==> src/rtl/intra_pkg.sv <==
// Shared types and widths for the intra macroblock scheduler.
package intra_pkg;

    localparam int MBNUM_W = 13;
    localparam int MBPOS_W = 7;

    typedef enum logic [2:0] {
        IDLE  = 3'd0,
        ISSUE = 3'd1,
        WAIT  = 3'd2,
        NEXT  = 3'd3,
        DONE  = 3'd4
    } sched_state_e;

endpackage

==> src/rtl/intra_mb_scheduler_pos_counter.sv <==
// mb_pos_counter: raster-order macroblock position counter.
// Holds mbnumber, column and row, plus the neighbour-availability flags,
// all registered so they change together on the cycle after clear/inc.
// last_mb flags the final macroblock of the frame.
module mb_pos_counter
    import intra_pkg::*;
#(
    parameter int MB_COLS = 120,
    parameter int MB_ROWS = 68
)
(
    input  logic               clk,
    input  logic               rst,
    input  logic               clear,
    input  logic               inc,
    output logic [MBNUM_W-1:0] mbnumber,
    output logic [MBPOS_W-1:0] mb_x,
    output logic [MBPOS_W-1:0] mb_y,
    output logic               left_avail,
    output logic               top_avail,
    output logic               topright_avail,
    output logic               last_mb
);

    localparam logic [MBPOS_W-1:0] X_LAST   = MBPOS_W'(MB_COLS - 1);
    localparam logic [MBNUM_W-1:0] NUM_LAST = MBNUM_W'(MB_COLS * MB_ROWS - 1);

    logic [MBNUM_W-1:0] mbnumber_q, mbnumber_d;
    logic [MBPOS_W-1:0] mb_x_q, mb_x_d;
    logic [MBPOS_W-1:0] mb_y_q, mb_y_d;
    logic               left_q, left_d;
    logic               top_q, top_d;
    logic               topright_q, topright_d;

    // Next position: clear wins over inc; the column wraps into the next row.
    always_comb begin
        mbnumber_d = mbnumber_q;
        mb_x_d     = mb_x_q;
        mb_y_d     = mb_y_q;
        if (clear) begin
            mbnumber_d = '0;
            mb_x_d     = '0;
            mb_y_d     = '0;
        end else if (inc) begin
            mbnumber_d = mbnumber_q + MBNUM_W'(1);
            if (mb_x_q == X_LAST) begin
                mb_x_d = '0;
                mb_y_d = mb_y_q + MBPOS_W'(1);
            end else begin
                mb_x_d = mb_x_q + MBPOS_W'(1);
            end
        end
        left_d     = (mb_x_d != '0);
        top_d      = (mb_y_d != '0);
        topright_d = (mb_y_d != '0) && (mb_x_d != X_LAST);
    end

    // Position and availability registers.
    always_ff @(posedge clk or posedge rst) begin
        if (rst) begin
            mbnumber_q <= '0;
            mb_x_q     <= '0;
            mb_y_q     <= '0;
            left_q     <= 1'b0;
            top_q      <= 1'b0;
            topright_q <= 1'b0;
        end else begin
            mbnumber_q <= mbnumber_d;
            mb_x_q     <= mb_x_d;
            mb_y_q     <= mb_y_d;
            left_q     <= left_d;
            top_q      <= top_d;
            topright_q <= topright_d;
        end
    end

    assign mbnumber       = mbnumber_q;
    assign mb_x           = mb_x_q;
    assign mb_y           = mb_y_q;
    assign left_avail     = left_q;
    assign top_avail      = top_q;
    assign topright_avail = topright_q;
    assign last_mb        = (mbnumber_q == NUM_LAST);

endmodule

==> src/rtl/intra_mb_scheduler.sv <==
// intra_mb_scheduler: walks a frame in raster order, issuing one mb_start
// per macroblock and waiting for the intra loop's mb_done before moving on.
// Optional feature macro: INTRA_SCHED_WDOG_EN adds a WAIT-state watchdog
// (wdog_err output, WDOG_CYCLES parameter).
//
// Handshake: mb_start is a one-cycle pulse in ISSUE; mb_done is a pulse the
// loop may raise any time from that ISSUE cycle on. It is latched in
// done_seen even while enable=0, so a completion is never lost. WAIT exits
// on the latched flag or on a same-cycle mb_done, which gives two cycles
// from mb_done to the next mb_start (NEXT, ISSUE).
module intra_mb_scheduler
    import intra_pkg::*;
#(
    parameter int MB_COLS = 120,
    parameter int MB_ROWS = 68
`ifdef INTRA_SCHED_WDOG_EN
    ,
    parameter int WDOG_CYCLES = 4096
`endif
)
(
    input  logic               clk,
    input  logic               reset,
    input  logic               enable,
    input  logic               frame_start,
    input  logic               mb_done,
    output logic               mb_start,
    output logic [MBNUM_W-1:0] mbnumber,
    output logic [MBPOS_W-1:0] mb_x,
    output logic [MBPOS_W-1:0] mb_y,
    output logic               left_avail,
    output logic               top_avail,
    output logic               topright_avail,
    output logic               frame_busy,
    output logic               frame_done,
    output sched_state_e       dbg_state
`ifdef INTRA_SCHED_WDOG_EN
    ,
    output logic               wdog_err
`endif
);

    sched_state_e state_q, state_d;
    logic         done_seen_q, done_seen_d;
    logic         frame_busy_q, frame_busy_d;
    logic         pos_clear;
    logic         pos_inc;
    logic         last_mb;
    logic         mb_start_c;
    logic         frame_done_c;

`ifdef INTRA_SCHED_WDOG_EN
    localparam int WDOG_W = 13;
    localparam logic [WDOG_W-1:0] WDOG_LAST = WDOG_W'(WDOG_CYCLES - 1);
    logic [WDOG_W-1:0] wdog_cnt_q, wdog_cnt_d;
    logic              wdog_err_q, wdog_err_d;
`endif

    mb_pos_counter #(
        .MB_COLS (MB_COLS),
        .MB_ROWS (MB_ROWS)
    ) u_pos (
        .clk            (clk),
        .rst            (reset),
        .clear          (pos_clear),
        .inc            (pos_inc),
        .mbnumber       (mbnumber),
        .mb_x           (mb_x),
        .mb_y           (mb_y),
        .left_avail     (left_avail),
        .top_avail      (top_avail),
        .topright_avail (topright_avail),
        .last_mb        (last_mb)
    );

    // Next-state, pulses and done latch; enable=0 freezes everything but the latch.
    always_comb begin
        state_d      = state_q;
        done_seen_d  = done_seen_q;
        pos_clear    = 1'b0;
        pos_inc      = 1'b0;
        mb_start_c   = 1'b0;
        frame_done_c = 1'b0;
`ifdef INTRA_SCHED_WDOG_EN
        wdog_cnt_d   = wdog_cnt_q;
        wdog_err_d   = 1'b0;
`endif

        if (mb_done && (state_q == ISSUE || state_q == WAIT)) begin
            done_seen_d = 1'b1;
        end

        if (enable) begin
            case (state_q)
                IDLE: begin
                    if (frame_start) begin
                        pos_clear = 1'b1;
                        state_d   = ISSUE;
                    end
                end
                ISSUE: begin
                    mb_start_c = 1'b1;
                    state_d    = WAIT;
`ifdef INTRA_SCHED_WDOG_EN
                    wdog_cnt_d = '0;
`endif
                end
                WAIT: begin
                    if (done_seen_q || mb_done) begin
                        done_seen_d = 1'b0;
                        state_d     = NEXT;
`ifdef INTRA_SCHED_WDOG_EN
                    end else if (wdog_cnt_q == WDOG_LAST) begin
                        done_seen_d = 1'b0;
                        wdog_err_d  = 1'b1;
                        state_d     = IDLE;
                    end else begin
                        wdog_cnt_d = wdog_cnt_q + WDOG_W'(1);
`endif
                    end
                end
                NEXT: begin
                    if (last_mb) begin
                        state_d = DONE;
                    end else begin
                        pos_inc = 1'b1;
                        state_d = ISSUE;
                    end
                end
                DONE: begin
                    frame_done_c = 1'b1;
                    state_d      = IDLE;
                end
                default: begin
                    state_d = IDLE;
                end
            endcase
        end

        frame_busy_d = (state_d != IDLE);
    end

    // State, done latch and busy status registers.
    always_ff @(posedge clk or posedge reset) begin
        if (reset) begin
            state_q      <= IDLE;
            done_seen_q  <= 1'b0;
            frame_busy_q <= 1'b0;
        end else begin
            state_q      <= state_d;
            done_seen_q  <= done_seen_d;
            frame_busy_q <= frame_busy_d;
        end
    end

`ifdef INTRA_SCHED_WDOG_EN
    // Watchdog counter and its error pulse.
    always_ff @(posedge clk or posedge reset) begin
        if (reset) begin
            wdog_cnt_q <= '0;
            wdog_err_q <= 1'b0;
        end else begin
            wdog_cnt_q <= wdog_cnt_d;
            wdog_err_q <= wdog_err_d;
        end
    end

    assign wdog_err = wdog_err_q;
`endif

    assign mb_start   = mb_start_c;
    assign frame_done = frame_done_c;
    assign frame_busy = frame_busy_q;
    assign dbg_state  = state_q;

endmodule
==> config.mk <==
export PLATFORM = sky130hd
export DESIGN_NAME = intra_mb_scheduler
export DESIGN_NICKNAME = d
export VERILOG_FILES = /design/src/rtl/intra_pkg.sv /design/src/rtl/intra_mb_scheduler_pos_counter.sv /design/src/rtl/intra_mb_scheduler.sv
export SDC_FILE = /design/constraint.sdc
export NUM_CORES = 1
export LEC_CHECK = 0
export CAP_MARGIN = 10
export CORE_MARGIN = 4
export CORE_UTILIZATION = 30
export CTS_CLUSTER_SIZE = 40
export DETAILED_ROUTE_END_ITERATION = 12
export DONT_BUFFER_PORTS = 1
export PLACE_DENSITY = 0.44
export SYNTH_ARGS = -nofsm -noshare
export SYNTH_HDL_FRONTEND = slang
export SYNTH_SLANG_ARGS = --single-unit
export TNS_END_PERCENT = 30
==> constraint.sdc <==
create_clock -name clk -period 2.9 [get_ports clk]
set_input_delay 0.435 -clock clk [delete_from_list [all_inputs] [get_ports clk]]
set_output_delay 0.435 -clock clk [all_outputs]
set_load 0.1 [all_outputs]
==> impl_metrics.json <==
{
  "worstSetupPathType": "reg -> reg",
  "htree_levels": 2,
  "num_io_pins": 41,
  "rr_endpoint": "u_pos.topright_avail",
  "endpoint_kind": "register",
  "first_global_vias": 1661,
  "die_h_um": 87.2,
  "numCtsBuffers": 5,
  "final-instance-count-excl-fill": 311,
  "outcome": "complete, no violations",
  "drt_iter0_drc": 69,
  "diodes": 0,
  "layout-drive-gt1-share_pct": 27.1,
  "num-nets-final": 243,
  "ys_seq_area_share_pct": 46.5,
  "synth-seq-cells": 35,
  "clkLatencyLatePin_ns": 0.28,
  "fill_cells": 588,
  "placed_cells": 303,
  "final_common_cell": "buf_4",
  "rsz0062_at_grt": "false",
  "rows": 28,
  "syn_inst": 196,
  "antenna_found_initial": 0,
  "first_pass_iters": 4,
  "layout_common_cells": "buf_4, dfrtp_1, nand2_1",
  "tightest_slew_ns": 0.877,
  "grt_pass1_wl_um": 8000,
  "p_leak_nw": 1.16,
  "initial_core_util_pct": 31.4,
  "skew_ns": 0.00624,
  "dp_slack_ns": 0.300,
  "route.detailed.drc": 0,
  "gp_congestion": 0.883,
  "arrival_ns": 2.82,
  "place_hpwl_um": 3700,
  "rr_startpoint": "u_pos.mb_x[1]",
  "fp.dieW_um": 87.2,
  "async_flop_share_pct": 100,
  "critPathRequiredTime_ns": 3.08,
  "place.port_buffers": 0,
  "synth-edff-count": 0,
  "cts_tree": "done",
  "vias": 1640,
  "worst_hold_path_type": "in -> async",
  "cts_sinks": 35,
  "relSlewSlack_pct": 41.6,
  "cts_resized": 0,
  "routed_wl_um": 4770,
  "cts_hold_buf": 0,
  "core-area_sq_mm": 0.00599,
  "track_usage_pct": 13.3,
  "wire_per_inst_um": 15.4,
  "fmax_ghz": 0.380,
  "r2r_setup_slack_ns": 0.27,
  "rr_worst_depth": 8,
  "grt_overflow": 0,
  "path_clk_slew_ns": 0.07,
  "ir_worst_vdd_mv": 0.548,
  "final_hold_viol_count": 0,
  "powerDensity_mw_per_mm2": 794,
  "post-route-period-util_pct": 90.8,
  "grt_max_degree": 19,
  "die-area_sq_mm": 0.00761,
  "fin_crit_ns": 2.63,
  "cts_root_buf": "clkbuf_8",
  "syn_area_per_cell_sq_um": 9.61,
  "yosysWarnings": 0,
  "fin_ws_ns": 0.266,
  "synth_top_flop_cell": "dfrtp_1",
  "utilization_pct": 38.9,
  "maxSlewViolCount": 0,
  "syn_area_sq_mm": 0.00188,
  "cts_setup_buffers": 0,
  "cts_buffer_depth": 2,
  "start_kind": "register",
  "setup_violations": 0,
  "synth_cell_type_count": 51,
  "viasPerCell": 5.27,
  "synthToLayoutAreaGrowth_pct": 23.7,
  "max-cap-violations": 0,
  "synth_nets": 204,
  "cp_max_fo": 7,
  "ant_nets": 0
}
==> where the power goes <==
group          switching (mW)  total (mW)  internal [mW]
clock                   0.173       0.337          0.164
sequential              0.181       0.737          0.556
combinational           0.604       0.773          0.169
total                   0.958        1.85          0.890
==> cell usage after synthesis, drive strengths merged, types with 3 or more instances <==
cell	count	area, sq um
and3	6	38.8
or3	3	18.8
xnor2	7	61.3
nand2	24	100
o21ai	9	45.0
dfrtp	35	876
nor2	23	88.8
a21oi	8	40.0
inv	6	22.5
nand3	13	70.1
or4	3	30.0
ha	3	37.5
xor2	6	52.6
nor4	4	40.0
clkbuf	3	11.3
nor3	6	35.0
nand4	7	62.6
==> stage by stage <==
stage	instance area [sq um]	setup TNS, ns	total power [mW]	hold slack (ns)
final	2330	0	1.85	0.131
after CTS	2330	0	1.87	0.148
after global routing	2330	0	1.95	0.188
after floorplan	1900	-0.927	1.35	0.501
after detailed placement	2240	0	1.52	0.462
after global placement	2240	0	1.52	0.457
==> worst max-delay path by stage <==
stage | start | end | slack, ns | cells after the start
final | u_pos.mb_x[1] | u_pos.topright_avail | 0.27 | 8
after global routing | u_pos.mb_x[0] | u_pos.topright_avail | 0.07 | 8
after floorplan | u_pos.mb_x[0] | u_pos.topright_avail | -0.34 | 9
after CTS | u_pos.mb_x[1] | u_pos.topright_avail | 0.26 | 8
after detailed placement | u_pos.mb_x[1] | u_pos.topright_avail | 0.30 | 8
after global placement | u_pos.mb_x[0] | u_pos.topright_avail | 0.38 | 8
==> worst max-delay path, cell delays in order, from the launching register on <==
cell and delay [ns]:
dfrtp_1 0.36, ha_1 0.23, nand4_2 0.18, or3b_1 0.54, nor4_1 0.33, xnor2_1 0.18
o22ai_1 0.11, or4_4 0.49, o21a_1 0.12
==> per-layer routing <==
layer / vias to the layer above / track usage (%) / wire [um]
li1: 783 / - / -
met1: 796 / 16.7 / 2060
met2: 50 / 21.1 / 2280
met3: 11 / 4.82 / 350
met4: 0 / 4.60 / 90
met5: - / 0 / 0
==> registers in the layout (all words and copies together), names as in the netlist <==
name	cells
dbg_state	3
done_seen_q	1
frame_busy	1
u_pos.left_avail	1
u_pos.mb_x	7
u_pos.mb_y	7
u_pos.mbnumber	13
u_pos.top_avail	1
u_pos.topright_avail	1
==> cell families (layout without fill, tap and decap cells) <==
group                      after synthesis  count (layout)  share of synthesized area (%)
adders and majority gates                3               3                           1.99
AOI/OAI and AO/OA                       30              30                           9.70
muxes                                    1               1                          0.532
DFF                                     35              35                           46.5
buffers and inverters                   11              51                           2.66
and+or+nand+nor                        103             103                           32.6
xor gates and xnor gates                13              13                           6.05
==> layout make-up <==
cell class	instances	area, sq um	share of cell area [%]
clock inverters	3	15.0	0.645
repair buffers	37	278	11.9
well taps	75	93.8	4.03
flip-flops and latches	35	876	37.6
clock buffers	5	68.8	2.96
inverters	6	22.5	0.967
multi-input cells	150	975	41.9
Note: power is estimated with default switching activity, not from simulation.
